**src/rtl/fir_sym_mac.sv**
```systemverilog
// fir_sym_mac - time-multiplexed symmetric FIR filter for the ADC sample stream.
//
// One shared multiplier walks the NCOEF = (TAPS+1)/2 unique coefficients,
// pre-adding each mirrored pair of delay-line taps. The result is rounded
// half-up, saturated to [0, 2^OUT_W-1] and presented on a one-cycle strobe.
// One sample is processed every NCOEF+2 cycles.
//
// Ports:
//   clk, reset        clock; synchronous active-high reset
//   sample_valid/in   incoming sample, accepted when sample_ready is high
//   sample_ready      high in IDLE
//   coef_we/addr/wdata  coefficient write port, honoured only in IDLE
//   out_valid         one-cycle strobe, out_data holds until the next result
//   out_data          rounded, saturated filter output
//   out_sat           (FIR_SAT_FLAG_EN only) result was clipped, with out_valid
//   busy              high whenever a computation is in progress
//
// Build option: define FIR_SAT_FLAG_EN to add the out_sat port.
module fir_sym_mac #(
  parameter int DATA_W = 10,
  parameter int OUT_W  = 10,
  parameter int COEF_W = 16,
  parameter int FRAC_W = 14,
  parameter int TAPS   = 31,
  localparam int NCOEF = (TAPS + 1) / 2,
  localparam int AW    = $clog2(NCOEF)
) (
  input  logic              clk,
  input  logic              reset,
  input  logic              sample_valid,
  input  logic [DATA_W-1:0] sample_in,
  output logic              sample_ready,
  input  logic              coef_we,
  input  logic [AW-1:0]     coef_addr,
  input  logic [COEF_W-1:0] coef_wdata,
  output logic              out_valid,
  output logic [OUT_W-1:0]  out_data,
`ifdef FIR_SAT_FLAG_EN
  output logic              out_sat,
`endif
  output logic              busy
);

  localparam int XW    = $clog2(TAPS);
  localparam int PW    = DATA_W + 1;
  localparam int MW    = COEF_W + PW;
  localparam int ACC_W = DATA_W + 1 + COEF_W + AW;

  localparam logic signed [ACC_W-1:0] HALF = ACC_W'(2 ** (FRAC_W - 1));
  localparam logic signed [ACC_W-1:0] OMAX = ACC_W'(2 ** OUT_W - 1);

  typedef enum logic [1:0] {
    IDLE,
    MAC,
    ROUND
  } state_t;

  state_t state;

  logic        [DATA_W-1:0] x [TAPS];
  // Sized to the full address space; entries at or above NCOEF are never
  // read, so writes to them have no effect on the filter.
  logic signed [COEF_W-1:0] c [2**AW];

  logic        [AW-1:0]     k;
  logic signed [ACC_W-1:0]  acc;

  logic                     last_k;
  logic        [XW-1:0]     kmir;
  logic        [PW-1:0]     pre;
  logic signed [MW-1:0]     term;
  logic signed [ACC_W-1:0]  rnd;
  logic                     sat_lo;
  logic                     sat_hi;
  logic        [OUT_W-1:0]  sat_val;

  assign sample_ready = (state == IDLE);
  assign busy         = (state != IDLE);
  assign last_k       = (k == AW'(NCOEF - 1));

  // Datapath for the current MAC step and the rounding stage.
  always_comb begin
    kmir = XW'(TAPS - 1) - XW'(k);
    pre  = PW'(x[XW'(k)]);
    // The centre tap has no mirror partner.
    if (!last_k) begin
      pre = pre + PW'(x[kmir]);
    end
    term = MW'(c[k]) * MW'($signed({1'b0, pre}));

    rnd    = (acc + HALF) >>> FRAC_W;
    sat_lo = rnd[ACC_W-1];
    sat_hi = !sat_lo && (rnd > OMAX);
    if (sat_lo) begin
      sat_val = '0;
    end else if (sat_hi) begin
      sat_val = '1;
    end else begin
      sat_val = OUT_W'(rnd);
    end
  end

  always_ff @(posedge clk) begin
    if (reset) begin
      state     <= IDLE;
      acc       <= '0;
      k         <= '0;
      out_valid <= 1'b0;
      out_data  <= '0;
`ifdef FIR_SAT_FLAG_EN
      out_sat   <= 1'b0;
`endif
      for (int unsigned i = 0; i < TAPS; i++) begin
        x[i] <= '0;
      end
      for (int unsigned i = 0; i < 2**AW; i++) begin
        c[i] <= '0;
      end
    end else begin
      out_valid <= 1'b0;

      // Coefficients are frozen while a computation is running.
      if (coef_we && state == IDLE) begin
        c[coef_addr] <= coef_wdata;
      end

      case (state)
        IDLE: begin
          if (sample_valid) begin
            x[0] <= sample_in;
            for (int unsigned i = 1; i < TAPS; i++) begin
              x[i] <= x[i-1];
            end
            acc   <= '0;
            k     <= '0;
            state <= MAC;
          end
        end
        MAC: begin
          acc <= acc + ACC_W'(term);
          if (last_k) begin
            state <= ROUND;
          end else begin
            k <= k + 1'b1;
          end
        end
        ROUND: begin
          out_data  <= sat_val;
          out_valid <= 1'b1;
`ifdef FIR_SAT_FLAG_EN
          out_sat   <= sat_lo | sat_hi;
`endif
          state     <= IDLE;
        end
        default: state <= IDLE;
      endcase
    end
  end

endmodule

```
**config.mk**
```make
export PLATFORM = sky130hd
export DESIGN_NAME = fir_sym_mac
export DESIGN_NICKNAME = d
export VERILOG_FILES = /design/src/rtl/fir_sym_mac.sv
export SDC_FILE = /design/constraint.sdc
export NUM_CORES = 1
export LEC_CHECK = 0
export CORE_UTILIZATION = 44
export CTS_BUF_LIST = sky130_fd_sc_hd__clkbuf_2 sky130_fd_sc_hd__clkbuf_4 sky130_fd_sc_hd__clkbuf_8
export DETAILED_ROUTE_END_ITERATION = 12
export PLACE_DENSITY = 0.6
export SLEW_MARGIN = 20
export SYNTH_ARGS = -nofsm -noshare
export SYNTH_HDL_FRONTEND = slang
export SYNTH_SLANG_ARGS = --single-unit
export TNS_END_PERCENT = 30
```
**constraint.sdc**
```tcl
create_clock -name clk -period 16.3 [get_ports clk]
set_clock_uncertainty 0.2 [all_clocks]
set_input_delay 1.63 -clock clk [delete_from_list [all_inputs] [get_ports clk]]
set_output_delay 1.63 -clock clk [all_outputs]
set_load 0.05 [all_outputs]
```
==> results.toml, run 1 <==
[setup_path]
cp_data_arrival_time_ns = 13.42
worstSetupPathType = "reg2reg"
cp-startpoint = "k[0]"
path_common_cell = "sky130_fd_sc_hd__fa_1"
cp-start-kind = "register"
setup.worst_path.end_class = "register"
slowest_stage = "sky130_fd_sc_hd__dfxtp_4"
critical_path_fanouts_max = 49
critical_path_required_ns = 16.77
critical_path.reg2reg.startpoint = "k[0]"
timing.critical_path.slowest_cell_delay_ns = 0.87

[worst_hold_path]
holdCritStartpoint = "out_data[0]"
min_path_type = "reg2reg"

[synthesis]
synth-edff-count = 566
synth-seq-area-share = 0.489
synthDistinctLibCells = 60
async_flop_share = 0
synthFlopType = "sky130_fd_sc_hd__edfxtp_1"
synth_seq_cells = 618
synthesis.nets = 3100
synth_cells = 2804
ys.warnings.count = 0
syn_avg_cell_area_um2 = 13.1
synthesis.area_um2 = 36900

[detailed_routing]
viasPerCell = 5.70
detail_route.wirelength_um = 86100
drt_first_pass_iters = 7
detailroute.via_count = 22692
detail_route.iter0.violations = 1955
routed_wire_length_per_instance_um = 21.6
drc = 0
drtAntennaViolNets = 0

[clock_network]
cts_post_setup_buffers_inserted = 0
cts_repair_resize_count = 0
clock-root-buffer = "sky130_fd_sc_hd__clkbuf_8"
clock_latency_reported_for_the_late_side_of_the_worst_skew_pair_ns = 0.73
cts_num_sinks = 618
number_of_buffers_added_to_fix_hold_violations_after_cts = 0
htreeDepth = 3
clk_pin_slew_ns = 0.06
tritoncts = "built"
numCtsBuffers = 104
cts.path.max_buffers = 3

[sta]
setup-tns-final_ns = 0
timing.max_slew.rel_slack = 0.288
hold_violations = 0
period_minus_slack_ns = 12.95
post-route-period-util = 0.794
grt_setup_unrepaired = "no"
fmax_ghz = 0.0772
setup_viol = 0
drv_slew = 0
worst_slew_pin_slew_ns = 1.07

[die]
vertical_die_dimension_um = 291
std_cell_rows = 105
design.core.area_um2 = 82500
io_pins = 47
initial_utilization = 0.447
floorplan.die.width_um = 291
floorplan.die_area_um2 = 84900

[global_route]
grt_first_pass_wirelength_um = 137000
largest_net_degree_at_the_start_of_global_routing = 171
grt_antenna_before_repair = 3
grtUsageTotal = 0.206
grt_remaining_overflow = 0
via_count_of_the_first_global_routing_pass = 23822

[placed_design]
io_buffer_count = 46
routabilityCongestion = 0.862
dp_hpwl_um = 55200

[status]
outcome = "completed"

[final_layout]
share_of_layout_cells_above_drive_strength_1 = 0.169
area_growth_pct = 10.1
num-nets-final = 3115
num-fill-cells = 7216

[job]
number_of_max_cap_violations = 0
-- synth_stat cells, drive strengths merged (9+ instances only) --
cell,number,share of area
buf,40,0.0055
nor3,16,0.0023
edfxtp,566,0.46
and3,191,0.032
xor2,17,0.0040
ha,102,0.035
mux2,15,0.0046
o21ai,44,0.0060
and2,283,0.048
xnor2,46,0.011
clkbuf,144,0.015
or3,9,0.0015
nand2,142,0.014
nand3,34,0.0046
dfxtp,52,0.028
a21oi,87,0.012
inv,205,0.021
nor2,94,0.0096
a21o,28,0.0057
fa,160,0.087
a211oi,21,0.0044
o21bai,9,0.0018
mux4,217,0.13
nand2b,14,0.0024
nor2b,172,0.029
mux2i,14,0.0038
or2,10,0.0017
-- logic make-up after synthesis --
logic type	share of synthesized area
XOR/XNOR	0.0150
AO/OA/AOI/OAI	0.0423
buffers and inverters	0.0410
flip-flops	0.489
AND/OR/NAND/NOR	0.150
adder cells (fa/ha/maj)	0.122
multiplexers	0.141
-- cell usage in the layout (no fill, tap or decap), types with 5 or more instances in the layout --
master | Yosys | routed
sky130_fd_sc_hd__edfxtp_1 | 566 | 566
sky130_fd_sc_hd__and2_1 | 283 | 282
sky130_fd_sc_hd__mux4_2 | 217 | 217
sky130_fd_sc_hd__inv_1 | 205 | 204
sky130_fd_sc_hd__and3_1 | 191 | 191
sky130_fd_sc_hd__nor2b_1 | 172 | 171
sky130_fd_sc_hd__fa_1 | 160 | 160
sky130_fd_sc_hd__nand2_1 | 142 | 141
sky130_fd_sc_hd__clkbuf_8 | 0 | 109
sky130_fd_sc_hd__ha_1 | 102 | 101
sky130_fd_sc_hd__nor2_1 | 94 | 86
sky130_fd_sc_hd__a21oi_1 | 87 | 85
sky130_fd_sc_hd__dfxtp_1 | 52 | 47
sky130_fd_sc_hd__clkbuf_4 | 0 | 47
sky130_fd_sc_hd__xnor2_1 | 46 | 45
sky130_fd_sc_hd__clkdlybuf4s50_1 | 0 | 45
sky130_fd_sc_hd__buf_4 | 3 | 45
sky130_fd_sc_hd__nand3_1 | 34 | 34
sky130_fd_sc_hd__o21ai_0 | 42 | 30
sky130_fd_sc_hd__a21o_1 | 27 | 27
sky130_fd_sc_hd__clkinv_1 | 0 | 22
sky130_fd_sc_hd__a211oi_1 | 20 | 20
sky130_fd_sc_hd__xor2_1 | 17 | 16
sky130_fd_sc_hd__nor3_1 | 15 | 15
sky130_fd_sc_hd__mux2_2 | 15 | 15
sky130_fd_sc_hd__nand2b_1 | 14 | 14
sky130_fd_sc_hd__mux2i_1 | 14 | 14
sky130_fd_sc_hd__o21ai_1 | 2 | 14
sky130_fd_sc_hd__or2_2 | 10 | 10
sky130_fd_sc_hd__o21bai_1 | 9 | 9
sky130_fd_sc_hd__or3_1 | 9 | 9
sky130_fd_sc_hd__nor2_2 | 0 | 8
sky130_fd_sc_hd__a31oi_1 | 7 | 7
sky130_fd_sc_hd__a22oi_1 | 7 | 7
sky130_fd_sc_hd__clkinv_2 | 0 | 7
sky130_fd_sc_hd__nand4_1 | 6 | 6
sky130_fd_sc_hd__o21a_1 | 5 | 5
sky130_fd_sc_hd__a211o_1 | 5 | 5
sky130_fd_sc_hd__a22o_1 | 5 | 5
-- layout make-up --
cell class | count | area, um^2 | area share
Tap cell | 1070 | 1340 | 0.0330
Clock inverter | 40 | 320 | 0.00790
Multi-Input combinational cell | 1797 | 17400 | 0.429
Antenna cell | 1 | 2.50 | 0.0000617
Clock buffer | 156 | 1850 | 0.0457
Sequential cell | 618 | 18100 | 0.445
Timing Repair Buffer | 93 | 831 | 0.0205
Inverter | 205 | 772 | 0.0190
-- routing by layer --
metal,GRT usage,up-vias,share of wire
li1,-,10163,-
met4,0.0531,0,0.017
met3,0.0324,133,0.058
met5,0,-,0
met2,0.332,670,0.48
met1,0.292,11726,0.45
-- worst max-delay path, delay by kind of cell, from the launching register on --
| family | cells | cell delay, ns |
|---|---|---|
| buffers and inverters | 5 | 1.32 |
| flip-flops | 1 | 0.87 |
| AND/OR/NAND/NOR | 6 | 1.29 |
| XOR/XNOR | 2 | 0.51 |
| AO/OA/AOI/OAI | 18 | 4.27 |
| multiplexers | 3 | 0.79 |
| adder cells (fa/ha/maj) | 8 | 3.61 |
-- stage by stage --
stage / setup slack, ns / instance area (um^2) / hold WS, ns / instances / util
after detailed placement: 2.97 / 38400 / 0.244 / 3783 / 0.465
after CTS: 2.94 / 40500 / 0.252 / 3979 / 0.491
after floorplan: 4.76 / 36900 / 0.248 / 2804 / -
after global routing: 2.48 / 40600 / 0.286 / 3980 / 0.492
final: 3.35 / 40600 / 0.249 / 3980 / 0.492
after global placement: 3.15 / 38300 / 0.246 / 3783 / 0.465
-- state kept, by name, summed over array words and instances (netlist names), named ones only --
register   count
k              4
c            256
out_valid      1
state          2
acc           31
x            310
out_data      10
-- worst paths after layout --
check,to,depth (start not counted),slack (ns)
min reg2reg,out_data[0],2,0.25
max,acc[30],42,3.35
min,out_data[0],2,0.25
max reg2reg,acc[30],42,3.35
Power of run 1 is not shown: default switching activity piles up to over one toggle a cycle in this logic, so the estimate is an artifact.
==> run 2, diff against run 1 <==
PLACE_DENSITY = 0.63   (was 0.6)
clock period = 11.6 ns   (was 16.3 ns; I/O delays follow)
==> results.toml, run 2 (synthesis results as in run 1) <==
[status]
outcome = "completed"

[setup_path]
timing.critical_path.slowest_cell_delay_ns = 0.52
cp_data_arrival_time_ns = 11.53
path_common_cell = "sky130_fd_sc_hd__fa_1"
critical_path_fanouts_max = 16
critical_path_required_ns = 12.06
cp-start-kind = "register"
worstSetupPathType = "reg2reg"
slowest_stage = "sky130_fd_sc_hd__fa_1"
setup.worst_path.end_class = "register"

[die]
vertical_die_dimension_um = 291
floorplan.die_area_um2 = 84900
std_cell_rows = 105
floorplan.die.width_um = 291
design.core.area_um2 = 82500
initial_utilization = 0.447
io_pins = 47

[placed_design]
io_buffer_count = 46
routabilityCongestion = 0.906
dp_cells = 3800
dp_hpwl_um = 54800

[detailed_routing]
detail_route.iter0.violations = 2007
detail_route.wirelength_um = 81800
routed_wire_length_per_instance_um = 20.5
drtAntennaViolNets = 0
drc = 0
detailroute.via_count = 22533
viasPerCell = 5.64
drt_first_pass_iters = 5

[sta]
post-route-period-util = 0.955
fmax_ghz = 0.0903
setup_viol = 0
hold_violations = 0
period_minus_slack_ns = 11.07
setup-tns-final_ns = 0
drv_slew = 0
worst_slew_pin_slew_ns = 1.10
timing.max_slew.rel_slack = 0.264
grt_setup_unrepaired = "no"

[clock_network]
clk_pin_slew_ns = 0.07
clock_latency_reported_for_the_late_side_of_the_worst_skew_pair_ns = 0.74
clock-root-buffer = "sky130_fd_sc_hd__clkbuf_8"
cts.path.max_buffers = 3
number_of_buffers_added_to_fix_hold_violations_after_cts = 0
tritoncts = "built"
htreeDepth = 3
numCtsBuffers = 104
cts_num_sinks = 618

[final_layout]
regArea_um2 = 18100
area_growth_pct = 10.5
multi_input_comb_area_um2 = 17400
num-nets-final = 3135
most-common-layout-cells = "sky130_fd_sc_hd__edfxtp_1, sky130_fd_sc_hd__and2_1, sky130_fd_sc_hd__mux4_2"
layout_commonest_cell = "sky130_fd_sc_hd__edfxtp_1"
largest-register = "x"
share_of_layout_cells_above_drive_strength_1 = 0.176
final-instance-count-excl-fill = 3996
largest_register_ffs = 310
largestRegisters = "x x310, c x256, acc x31"
num-fill-cells = 7087

[global_route]
grtUsageTotal = 0.195
global_route.usage.met1 = 0.280
groute.layer.met3.usage = 0.0315
groute.layer.met2.usage = 0.311
grt_first_pass_wirelength_um = 132000
largest_net_degree_at_the_start_of_global_routing = 156
grt_antenna_before_repair = 2
global_route.peak_usage_layer = "met2"
via_count_of_the_first_global_routing_pass = 23387
grt_remaining_overflow = 0

[job]
number_of_max_cap_violations = 0

[worst_hold_path]
min_path_type = "reg2reg"
run 2: cell types whose count changed in the layout (fill, tap and decap cells not counted), moves of 3 or more:
cell	before	now
sky130_fd_sc_hd__buf_4	45	58
sky130_fd_sc_hd__clkinvlp_4	1	4
sky130_fd_sc_hd__clkbuf_8	109	104
sky130_fd_sc_hd__clkinv_2	7	13
sky130_fd_sc_hd__clkinv_1	22	25
sky130_fd_sc_hd__clkbuf_4	47	35
sky130_fd_sc_hd__buf_6	2	6
run 2: worst paths after layout:
kind | from | endpoint | slack (ns) | cells after the start
max reg2reg | k[0] | acc[30] | 0.53 | 44
max | k[0] | acc[30] | 0.53 | 44
min reg2reg | acc[10] | acc[10] | 0.27 | 2
min | acc[10] | acc[10] | 0.27 | 2
run 2: layer usage:
layer	vias up	wire length [um]
li1	10206	-
met1	11561	37500
met4	0	1210
met5	-	0
met2	654	38600
met3	112	4470
run 2: area by class of cell:
| class | count | area share |
|---|---|---|
| diodes | 1 | 0.0000614 |
| clock buffers | 139 | 0.0416 |
| clock inverters | 53 | 0.00977 |
| inverters | 205 | 0.0190 |
| multi-input cells | 1797 | 0.428 |
| flip-flops and latches | 618 | 0.443 |
| well taps | 1070 | 0.0329 |
| repair buffers | 113 | 0.0256 |
run 2: timing repair:
item,4_1_cts,5_1_grt
hold endpoints to repair,0,0
endpoints found under the setup margin,0,4
gates resized for setup,0,16
buffers inserted,0,2
run 2: through the flow:
stage,area [um^2],utilization,hold slack [ns],setup slack (ns)
5_1_grt,40700,0.494,0.293,0.00115
3_3_place_gp,38500,0.467,0.252,0.314
6_report,40700,0.494,0.271,0.526
3_5_place_dp,38500,0.467,0.267,0.163
2_1_floorplan,36900,-,0.248,0.0566
4_1_cts,40600,0.492,0.274,0.169
run 2: worst max-delay path, delay by kind of cell, from the launching register on:
family	cells	cell delay, ns
AO/OA/AOI/OAI	18	3.47
XOR/XNOR	2	0.37
adder cells (fa/ha/maj)	8	3.45
buffers and inverters	7	1.01
flip-flops	1	0.44
multiplexers	3	0.82
AND/OR/NAND/NOR	6	1.24
Power of run 2 is left out for the same reason.
==> run 3, diff against run 2 <==
CORE_MARGIN = 2   (was default)
PLACE_DENSITY = default   (was 0.63)
==> results.toml, run 3 (synthesis results as in run 1) <==
[status]
outcome = "completed"

[detailed_routing]
detail_route.wirelength_um = 83700
detail_route.iter0.violations = 1974
drtAntennaViolNets = 0
drc = 0
routed_wire_length_per_instance_um = 20.8
drt_first_pass_iters = 5
detailroute.via_count = 22539
viasPerCell = 5.61

[clock_network]
htreeDepth = 3
clk_pin_slew_ns = 0.06
numCtsBuffers = 104
number_of_buffers_added_to_fix_hold_violations_after_cts = 0
cts_num_sinks = 618
cts.path.max_buffers = 3
clock_latency_reported_for_the_late_side_of_the_worst_skew_pair_ns = 0.76
clock-root-buffer = "sky130_fd_sc_hd__clkbuf_8"
tritoncts = "built"

[global_route]
groute.layer.met3.usage = 0.0359
grt_remaining_overflow = 0
global_route.peak_usage_layer = "met2"
largest_net_degree_at_the_start_of_global_routing = 126
global_route.usage.met1 = 0.276
grt_antenna_before_repair = 3
grt_first_pass_wirelength_um = 133000
groute.layer.met2.usage = 0.317
via_count_of_the_first_global_routing_pass = 23673
grtUsageTotal = 0.197

[sta]
timing.max_slew.rel_slack = 0.264
worst_slew_pin_slew_ns = 1.10
period_minus_slack_ns = 11.13
fmax_ghz = 0.0898
postLayoutSetupSlackWorst_ns = 0.466
hold_violations = 0
drv_slew = 0
post-route-period-util = 0.960
setup_viol = 0

[placed_design]
preCtsSetupSlack_ns = 0.0951
routabilityCongestion = 0.828
dp_cells = 3814
io_buffer_count = 46
dp_hpwl_um = 54800

[setup_path]
path_common_cell = "sky130_fd_sc_hd__fa_1"
critical_path_fanouts_max = 16
timing.reg2reg.setup_slack_ns = 0.47
critical_path.reg2reg.startpoint = "k[0]"
rr_endpoint = "acc[30]"
critical_path_required_ns = 12.09
worstSetupPathType = "reg2reg"
worstRegToRegCells = 46
cp_data_arrival_time_ns = 11.62
setup.worst_path.end_class = "register"
timing.critical_path.slowest_cell_delay_ns = 0.56
slowest_stage = "sky130_fd_sc_hd__fa_1"
cp-start-kind = "register"

[final_layout]
layout_commonest_cell = "sky130_fd_sc_hd__edfxtp_1"
num-fill-cells = 7291
largestRegisters = "x x310, c x256, acc x31"
largest-register = "x"
share_of_layout_cells_above_drive_strength_1 = 0.177
num-nets-final = 3148
largest_register_ffs = 310
most-common-layout-cells = "sky130_fd_sc_hd__edfxtp_1, sky130_fd_sc_hd__and2_1, sky130_fd_sc_hd__mux4_2"
area_growth_pct = 10.8
final-instance-count-excl-fill = 4018

[worst_hold_path]
min_path_type = "reg2reg"
holdCritStartpoint = "out_data[0]"
min_delay_worst_endpoint = "out_data[0]"
worstHoldPathCells = 2

[die]
floorplan.die_area_um2 = 86100
std_cell_rows = 106
initial_utilization = 0.442
vertical_die_dimension_um = 293
design.core.area_um2 = 83300
io_pins = 47
floorplan.die.width_um = 293

[job]
number_of_max_cap_violations = 0
-- run 3: cell types whose count changed in the layout (fill, tap and decap cells not counted), moves of 3 or more --
cell                         delta
sky130_fd_sc_hd__buf_4          +9
sky130_fd_sc_hd__clkbuf_4       +7
sky130_fd_sc_hd__clkinv_2       -7
sky130_fd_sc_hd__nor2_1         +4
sky130_fd_sc_hd__nor2_2         -4
sky130_fd_sc_hd__clkinv_1       +3
sky130_fd_sc_hd__clkinvlp_4     -3
sky130_fd_sc_hd__ha_1           -3
-- run 3: through the flow --
stage | hold slack, ns | TNS (ns) | cell area (um^2) | utilization
6_report | 0.256 | 0 | 40800 | 0.490
5_1_grt | 0.274 | -0.00350 | 40800 | 0.490
4_1_cts | 0.261 | 0 | 40600 | 0.487
3_5_place_dp | 0.254 | 0 | 38500 | 0.463
3_3_place_gp | 0.254 | 0 | 38500 | 0.463
2_1_floorplan | 0.248 | 0 | 36900 | -
-- run 3: repair_timing --
item / 4_1_cts / 5_1_grt
resized for setup: 0 / 21
setup endpoints to repair: 0 / 4
endpoints found under the hold margin: 0 / 0
buffers inserted: 0 / 10
-- run 3: layout make-up --
class	count	area (um^2)	share of cell area
Tap cell	1080	1350	0.0331
Timing Repair Buffer	126	1180	0.0290
Multi-Input combinational cell	1797	17400	0.427
Clock buffer	147	1760	0.0431
Clock inverter	42	262	0.00640
Antenna cell	3	7.51	0.000184
Sequential cell	618	18100	0.442
Inverter	205	772	0.0189
-- run 3: how the worst max path moves through the flow --
| stage | start | to | depth (start not counted) |
|---|---|---|---|
| floorplan | k[0] | acc[30] | 45 |
| global placement | k[0] | acc[30] | 43 |
| detailed placement | k[0] | acc[30] | 43 |
| CTS | k[0] | acc[30] | 43 |
| global route | k[0] | acc[30] | 47 |
| finish | k[0] | acc[30] | 46 |
-- run 3: routing by layer --
metal | vias up | share of wire
li1 | 10228 | -
met1 | 11601 | 0.45
met2 | 614 | 0.48
met3 | 96 | 0.057
met4 | 0 | 0.016
met5 | - | 0
-- run 3: worst max-delay path: cells and delay by family (launching register included) --
kind / cells / cell delay, ns
DFF: 1 / 0.43
and+or+nand+nor: 7 / 1.28
xor gates and xnor gates: 1 / 0.13
muxes: 3 / 0.89
buffers and inverters: 7 / 0.98
adders and majority gates: 10 / 4.04
AOI/OAI and AO/OA: 18 / 3.07
Power of run 3 is left out for the same reason.
